[src/rtl/elink_tx_packet_writer.sv]
// rtl/elink_tx_packet_writer.sv - frames CAN messages into 18-bit elink TX FIFO packets
//
// Purpose: accepts one CAN message per msg_valid/msg_ready handshake and writes
// it to the TX FIFO as SOP, HDR, DATA x ceil(L/2), [CRC], EOP words of the form
// {code[1:0], payload[15:0]}. Codes: 10 SOP, 00 DATA/HDR/CRC, 01 EOP.
//
// Optional feature macro: TX_CRC_EN. When defined, a CRC-16-CCITT word
// (poly 0x1021, init 0xFFFF) over the HDR and DATA payloads precedes EOP.
//
// Ports:
//   clk, rst           write clock, synchronous active-high reset
//   msg_id/len/data    CAN message (byte0 = msg_data[63:56])
//   msg_valid/ready    message handshake
//   fifo_full          FIFO full, stalls the current word
//   fifo_prog_full     FIFO almost full, blocks new packet starts only
//   fifo_flush         aborts the current packet, returns to IDLE
//   fifo_din/wr_en     FIFO write port
//   busy               packet in progress
//   len_err            one-cycle pulse after accepting msg_len > MAX_LEN
//   pkt_cnt            count of packets whose EOP was written (wraps)

module elink_tx_packet_writer #(
    parameter int PKT_CNT_W = 16,
    parameter int MAX_LEN   = 8
) (
    input  logic                 clk,
    input  logic                 rst,
    input  logic [10:0]          msg_id,
    input  logic [3:0]           msg_len,
    input  logic [63:0]          msg_data,
    input  logic                 msg_valid,
    output logic                 msg_ready,
    input  logic                 fifo_full,
    input  logic                 fifo_prog_full,
    input  logic                 fifo_flush,
    output logic [17:0]          fifo_din,
    output logic                 fifo_wr_en,
    output logic                 busy,
    output logic                 len_err,
    output logic [PKT_CNT_W-1:0] pkt_cnt
);

    localparam logic [3:0] MAX_LEN_L = 4'(MAX_LEN);

`ifdef TX_CRC_EN
    typedef enum logic [2:0] {
        ST_IDLE, ST_SOP, ST_HDR, ST_DATA, ST_CRC, ST_EOP
    } state_t;
`else
    typedef enum logic [2:0] {
        ST_IDLE, ST_SOP, ST_HDR, ST_DATA, ST_EOP
    } state_t;
`endif

    state_t               state_q, state_d;
    logic [10:0]          id_q, id_d;
    logic [3:0]           len_q, len_d;
    logic [63:0]          data_q, data_d;
    logic [1:0]           idx_q, idx_d;
    logic                 len_err_q, len_err_d;
    logic [PKT_CNT_W-1:0] pkt_cnt_q, pkt_cnt_d;

    logic                 accept;
    logic [3:0]           n_words;
    logic                 last_data;
    logic [7:0]           lo_byte;
    state_t               after_payload;

`ifdef TX_CRC_EN
    logic [15:0] crc_q, crc_d;

    function automatic logic [15:0] crc16_upd(input logic [15:0] crc_in,
                                              input logic [15:0] din);
        logic [15:0] c;
        logic        fb;
        c = crc_in;
        for (int i = 15; i >= 0; i--) begin
            fb = c[15] ^ din[i];
            c  = {c[14:0], 1'b0};
            if (fb) begin
                c = c ^ 16'h1021;
            end
        end
        return c;
    endfunction

    assign after_payload = ST_CRC;
`else
    assign after_payload = ST_EOP;
`endif

    // Gated by rst so the port reads 0 while reset is held.
    assign msg_ready  = !rst && (state_q == ST_IDLE) && !fifo_prog_full && !fifo_flush;
    assign accept     = msg_valid && msg_ready;
    assign fifo_wr_en = (state_q != ST_IDLE) && !fifo_full && !fifo_flush;
    assign busy       = (state_q != ST_IDLE);
    assign len_err    = len_err_q;
    assign pkt_cnt    = pkt_cnt_q;

    // Payload bytes shift up through data_q[63:48]; the low byte of the final
    // word is padded when L is odd.
    assign n_words   = (len_q + 4'd1) >> 1;
    assign last_data = ({2'b00, idx_q} == (n_words - 4'd1));
    assign lo_byte   = ({1'b0, idx_q, 1'b1} < len_q) ? data_q[55:48] : 8'h00;

    always_comb begin
        fifo_din = 18'h0;
        case (state_q)
            ST_SOP:  fifo_din = {2'b10, 16'h0000};
            ST_HDR:  fifo_din = {2'b00, 1'b0, len_q, id_q};
            ST_DATA: fifo_din = {2'b00, data_q[63:56], lo_byte};
`ifdef TX_CRC_EN
            ST_CRC:  fifo_din = {2'b00, crc_q};
`endif
            ST_EOP:  fifo_din = {2'b01, 16'h0000};
            default: fifo_din = 18'h0;
        endcase
    end

    always_comb begin
        state_d   = state_q;
        id_d      = id_q;
        len_d     = len_q;
        data_d    = data_q;
        idx_d     = idx_q;
        len_err_d = 1'b0;
        pkt_cnt_d = pkt_cnt_q;
`ifdef TX_CRC_EN
        crc_d     = crc_q;
`endif
        case (state_q)
            ST_IDLE: begin
                if (accept) begin
                    id_d      = msg_id;
                    data_d    = msg_data;
                    len_d     = (msg_len > MAX_LEN_L) ? MAX_LEN_L : msg_len;
                    len_err_d = (msg_len > MAX_LEN_L);
                    idx_d     = 2'd0;
`ifdef TX_CRC_EN
                    crc_d     = 16'hFFFF;
`endif
                    state_d   = ST_SOP;
                end
            end
            ST_SOP: begin
                if (fifo_wr_en) begin
                    state_d = ST_HDR;
                end
            end
            ST_HDR: begin
                if (fifo_wr_en) begin
`ifdef TX_CRC_EN
                    crc_d = crc16_upd(crc_q, fifo_din[15:0]);
`endif
                    state_d = (len_q == 4'd0) ? after_payload : ST_DATA;
                end
            end
            ST_DATA: begin
                if (fifo_wr_en) begin
`ifdef TX_CRC_EN
                    crc_d = crc16_upd(crc_q, fifo_din[15:0]);
`endif
                    data_d = {data_q[47:0], 16'h0000};
                    idx_d  = idx_q + 2'd1;
                    if (last_data) begin
                        state_d = after_payload;
                    end
                end
            end
`ifdef TX_CRC_EN
            ST_CRC: begin
                if (fifo_wr_en) begin
                    state_d = ST_EOP;
                end
            end
`endif
            ST_EOP: begin
                if (fifo_wr_en) begin
                    pkt_cnt_d = pkt_cnt_q + PKT_CNT_W'(1);
                    state_d   = ST_IDLE;
                end
            end
            default: state_d = ST_IDLE;
        endcase
        // Flush abandons whatever was captured; no accept can coincide since
        // msg_ready is low while flush is high.
        if (fifo_flush) begin
            state_d = ST_IDLE;
        end
    end

    always_ff @(posedge clk) begin
        if (rst) begin
            state_q   <= ST_IDLE;
            id_q      <= '0;
            len_q     <= '0;
            data_q    <= '0;
            idx_q     <= '0;
            len_err_q <= 1'b0;
            pkt_cnt_q <= '0;
`ifdef TX_CRC_EN
            crc_q     <= 16'hFFFF;
`endif
        end else begin
            state_q   <= state_d;
            id_q      <= id_d;
            len_q     <= len_d;
            data_q    <= data_d;
            idx_q     <= idx_d;
            len_err_q <= len_err_d;
            pkt_cnt_q <= pkt_cnt_d;
`ifdef TX_CRC_EN
            crc_q     <= crc_d;
`endif
        end
    end

endmodule

[config.mk]
export PLATFORM = sky130hd
export DESIGN_NAME = elink_tx_packet_writer
export DESIGN_NICKNAME = d
export VERILOG_FILES = /design/src/rtl/elink_tx_packet_writer.sv
export SDC_FILE = /design/constraint.sdc
export NUM_CORES = 1
export LEC_CHECK = 0
export CORE_ASPECT_RATIO = 1.5
export CORE_UTILIZATION = 25
export CTS_BUF_LIST = sky130_fd_sc_hd__clkbuf_4
export DETAILED_ROUTE_END_ITERATION = 10
export DONT_BUFFER_PORTS = 1
export GPL_TIMING_DRIVEN = 0
export PLACE_DENSITY = 0.4
export SETUP_SLACK_MARGIN = 0.4
export SKIP_LAST_GASP = 1
export SYNTH_ARGS = -nofsm -noshare
export SYNTH_HDL_FRONTEND = slang
export SYNTH_SLANG_ARGS = --single-unit
export TNS_END_PERCENT = 10
[constraint.sdc]
create_clock -name clk -period 2 [get_ports clk]
set_clock_uncertainty 0.2 [all_clocks]
set_input_delay 0 -clock clk [delete_from_list [all_inputs] [get_ports clk]]
set_output_delay 0 -clock clk [all_outputs]
set_load 0.01 [all_outputs]
Yosys cells after proc, flatten, opt, wreduce, memory -nomap -nowiden --
Cells that the tools add are included.
Word-level totals: word-level logic and storage cells 63, input port bits 85, bits in registers 101
Operators by class: eq/ne operators 11, multiplexer cells 17, order comparisons 2, bitwise gates (word level) 2, reduce and logical (&&, ||, !) cells 20, add/subtract/negate cells 4
Operators by type and width (count):
- 2-to-1 mux 64 bit | 2
- case mux 64 bit (2 select lines) | 1
- case mux 18 bit (4 select lines) | 1
- 2-to-1 mux 3 bit | 7
- adder 16 x 1 -> 16 bit (second input constant) | 1
- case mux 3 bit (5 select lines) | 1
- inequality test 2 bit (second input constant) | 6
- 2-to-1 mux 8 bit | 1
- == test 3 x 2 -> 1 bit (second input constant) | 2
- logical AND 1 bit | 6
- AND reduction 6 bit | 1
- adder 4 x 1 -> 4 bit (second input constant) | 1
- == test 2 x 4 -> 1 bit | 1
- > comparator 4 bit (second input constant) | 1
- logical NOT 1 bit | 4
- logical NOT 4 bit | 1
- < comparator 3 x 4 -> 1 bit | 1
- 2-to-1 mux 2 bit | 2
- 2-to-1 mux 4 bit | 1
- case mux 2 bit (2 select lines) | 1
- AND reduction 2 bit | 2
- subtractor 3 x 1 -> 4 bit (second input constant) | 1
- == test 3 x 1 -> 1 bit (second input constant) | 1
- == test 3 bit (second input constant) | 1
- 8 further kinds | 9

Longest topological paths before layout --
depth in word-level cells 7, depth in mapped cells 9

Least setup slack after synthesis --
OpenSTA, ideal clock, no wires.
kind flip-flop to flip-flop, from register len_q[1], to register state_q[0], period minus slack after synthesis 2.130 ns, arrival time 1.858 ns, cell stages (with the launch flop) 10, slack -0.130 ns, required time 1.728 ns, path buffers 0, path through dfxtp_1 -> inv_1 -> ha_1 -> inv_1 -> ha_1 -> xnor2_1 -> o211ai_1 -> a211oi_1 -> a21oi_1 -> mux2i_1
On the way: cells in the longest elaborated chain, start to end 5
RTL lines:
- start, declared | RTL line 57 | logic [3:0] len_q, len_d;
- start signal, assigned | RTL line 207 | len_q <= len_d;
- adder 4 x 1 -> 4 bit | RTL line 102 | assign n_words = (len_q + 4'd1) >> 1;
- subtractor 3 x 1 -> 4 bit | RTL line 103 | assign last_data = ({2'b00, idx_q} == (n_words - 4'd1));
- == test 2 x 4 -> 1 bit | RTL line 103
- inequality test 2 bit (no line)
- AND reduction 6 bit (no line)
- end signal, assigned | RTL line 205 | state_q <= state_d;
- end, declared | RTL line 55 | state_t state_q, state_d;
Several ways; a longest one is shown, not always the timed one. The select of a mux whose other input is x is not followed. A chain may end at the register's enable or synchronous reset.

Final worst setup path --
from register len_q[0], to register state_q[2]
Same word-level chain as after synthesis.

==> impl_metrics.py <==
metrics = {
    "synth": {
        "synthTopCellsByArea": "dfxtp_1 (43%), nand2_1 (12%), a311oi_1 (7.5%), nor2_1 (6.4%), a21oi_1 (4.4%)",
        "synth.net_count": 674,
        "synth_area_sq_mm": 0.00466,
        "synth_top_area_cell": "dfxtp_1",
        "ys_ff_latch": 101,
        "ys_seq_area_share_pct": 43.4,
        "synthXorXnorAreaFrac_pct": 3.20,
        "yosysUniqueCellTypes": 42,
        "synth_compound_area_share_pct": 18.4,
        "syn_avg_cell_area_sq_um": 7.98,
        "synth_mux_area_share_pct": 1.93,
        "yosysTopAreaCellShare_pct": 43.4,
        "synth_fa_ha_area_share_pct": 1.34,
        "synthCells": 584,
        "ys_warn_count": 0,
        "synth_top_family_by_area": "simple AND/OR/NAND/NOR gates",
        "yosys.area_share.simple_pct": 26.5,
    },
    "route": {
        "avgViaCountPerCell": 4.71,
        "drtAntennaViolNets": 0,
        "dr.pass1.iters": 4,
        "finalWirelength_um": 15800,
        "drc": 0,
        "drt_iter0_markers": 210,
        "wl_per_cell_um": 16.5,
        "num_vias": 4522,
    },
    "placement": {
        "dp.final_hpwl_um": 12100,
        "io_buffers": 0,
        "gp_congestion": 0.812,
        "placed_cell_area_sq_mm": 0.00506,
    },
    "timing": {
        "hold_violations": 19,
        "rsz0062_at_grt": "true",
        "fin_hold_ws_ps": -328,
        "fin_crit_ps": 2110,
        "setup_ws_ps": -115,
        "period_share_pct": 106,
        "tightestPinTransition_ps": 644,
        "drv_slew": 0,
        "max_freq_mhz": 473,
        "slew_headroom_pct": 57.1,
        "finalSetupViolCount": 78,
    },
    "global_route": {
        "grt_max_degree": 18,
        "grt_pass1_vias": 4488,
        "grt_pass1_wl_um": 25300,
        "gr-total-overflow": 0,
        "antenna_found_initial": 1,
        "grt.total_usage_pct": 16.9,
    },
    "critical_path": {
        "ff2ff_path_depth": 9,
        "cp-end-kind": "flip-flop",
        "cp-start-kind": "flip-flop",
        "crit_type": "reg -> reg",
        "required_ps": 2160,
        "critPathArrivalTime_ps": 2280,
        "cp_max_fo": 4,
    },
    "clock_network": {
        "cts_root_buf": "clkbuf_4",
        "clk_pin_slew_ps": 170,
        "cts_tree": "yes",
        "cts_made_buffers": 9,
        "cts_htree_levels": 3,
        "cts_buffer_depth": 2,
        "clock_sinks": 101,
        "worstSkewPairLatency_ps": 460,
    },
    "pwr": {
        "p_leak_nw": 2.20,
        "power_density_mw_per_mm2": 563,
        "peakVddDrop_mv": 0.273,
    },
    "floorplan": {
        "initial_core_util_pct": 25.7,
        "dieArea_sq_mm": 0.0192,
        "pin_count": 123,
        "core.rowCount": 60,
        "die_h_um": 169,
        "die_w_um": 113,
        "coreArea_sq_mm": 0.0181,
    },
    "hold_path": {
        "min_path_cells": 3,
        "min_path_type": "in -> reg",
    },
    "layout": {
        "area_growth_pct": 38.6,
        "final_util_pct": 35.7,
        "fin_area_sq_mm": 0.00645,
        "fillCellCount": 1904,
        "finalNetCount": 796,
        "drive_above_1_share_pct": 14.3,
    },
    "outcome": {
        "violations": "hold timing, setup timing",
        "status": "finished with violations",
    },
    "run": {
        "drv_cap": 0,
    },
}
-- layer usage --
metal  up-vias  track usage, %  wire [um]
met1      2124            19.7       6490
met4         0            5.84        266
li1       2268               -          -
met3        21            2.75        609
met2       109            31.0       8440
met5         -               0          0
-- cell families after synthesis --
group / count (synthesis)
buf+inv: 55
flops: 101
simple gates: 287
mux: 9
fa+ha+maj: 5
compound gates: 110
xor+xnor: 17
-- final cells by class --
| cell class | instances | area [sq um] | area share [%] |
|---|---|---|---|
| Multi-Input combinational cell | 428 | 2520 | 39.1 |
| Sequential cell | 101 | 2040 | 31.5 |
| Timing Repair Buffer | 111 | 1100 | 17.1 |
| Tap cell | 248 | 310 | 4.81 |
| Buffer | 45 | 302 | 4.67 |
| Clock buffer | 10 | 75.1 | 1.16 |
| Clock inverter | 6 | 70.1 | 1.09 |
| Inverter | 10 | 37.5 | 0.582 |
| Antenna cell | 1 | 2.50 | 0.0388 |
-- where the power goes --
part	switching, mW	leakage, nW	total [mW]	internal, mW
logic	0.185	1.29	0.400	0.215
clock network	0.737	0.0832	1.15	0.411
registers	0.0305	0.821	2.09	2.06
total	0.952	2.20	3.64	2.68
-- synth_stat cells --
master	n
buf_1	1
dfxtp_1	101
and2_1	3
nand4_2	1
or3b_4	1
or2_2	3
nand2b_1	1
nor4_4	1
o21ai_0	4
clkbuf_2	2
xnor2_1	10
o21a_1	1
and4_1	2
a311oi_1	40
nand3b_1	4
nand3_1	24
o22ai_2	1
nand4_1	3
nor2_2	1
or4b_4	1
inv_2	1
a22o_1	8
inv_1	9
a21oi_1	41
xor2_1	7
clkbuf_1	25
buf_4	3
nor3_1	7
buf_2	13
nor4_1	3
nor4b_1	2
buf_6	1
o211ai_1	2
nor2_1	79
ha_1	5
a311oi_2	10
mux2i_1	9
o21bai_1	1
a32o_1	1
or3_1	2
a211oi_1	1
nand2_1	149
-- registers in the layout, summed over array words and instances (netlist names) --
name     flops
pkt_cnt     16
idx_q        2
id_q        11
len_err      1
state_q      3
len_q        4
data_q      64
-- final timing paths --
path | start | to | slack (ps)
setup / recovery | len_q[0] | state_q[2] | -110
hold / removal | fifo_full | pkt_cnt[1] | -330
setup reg to reg | len_q[0] | state_q[2] | -110
hold reg to reg | data_q[8] | data_q[8] | 270
-- metrics by stage --
| stage | hold WS, ps | setup TNS, ps | setup WS, ps | cells | power [mW] |
|---|---|---|---|---|---|
| floorplan | -150 | -28.4 | -28.4 | 584 | 2.29 |
| global placement | -144 | -15000 | -338 | 832 | 2.36 |
| detailed placement | -142 | -15770 | -344 | 832 | 2.36 |
| CTS | -362 | -4620 | -150 | 954 | 3.68 |
| global route | -345 | -14500 | -221 | 960 | 3.81 |
| finish | -328 | -3620 | -115 | 960 | 3.64 |
-- cells in the final DEF (no fill, tap or decap), types with 7 or more instances in the layout --
cell and count:
dlygate4sd3_1 94, nor2_1 75, mux2i_1 9, nand3_1 24, buf_4 17, xnor2_1 9
xor2_1 7, a311oi_2 10, a21oi_1 38, nand2_1 149, a22o_1 8, a311oi_1 40
clkbuf_1 20, nor3_1 7, clkbuf_4 14, dfxtp_1 96, buf_6 8
-- worst max-delay path, stage by stage (launching register included) --
cell	delay, ps
dfxtp_4	420
inv_2	50
ha_4	260
inv_2	40
ha_4	250
xnor2_1	110
o211ai_1	150
a211oi_2	250
a21oi_2	70
a32o_1	220
-- what timing repair did --
item,CTS,global route
cloned,2,0
pin swaps,16,2
endpoints found under the setup margin,122,122
gates resized for setup,43,8
hold buffers,93,1
hold endpoints to repair,95,20
buffers inserted,11,4
Power figures use the tool's default switching activity.
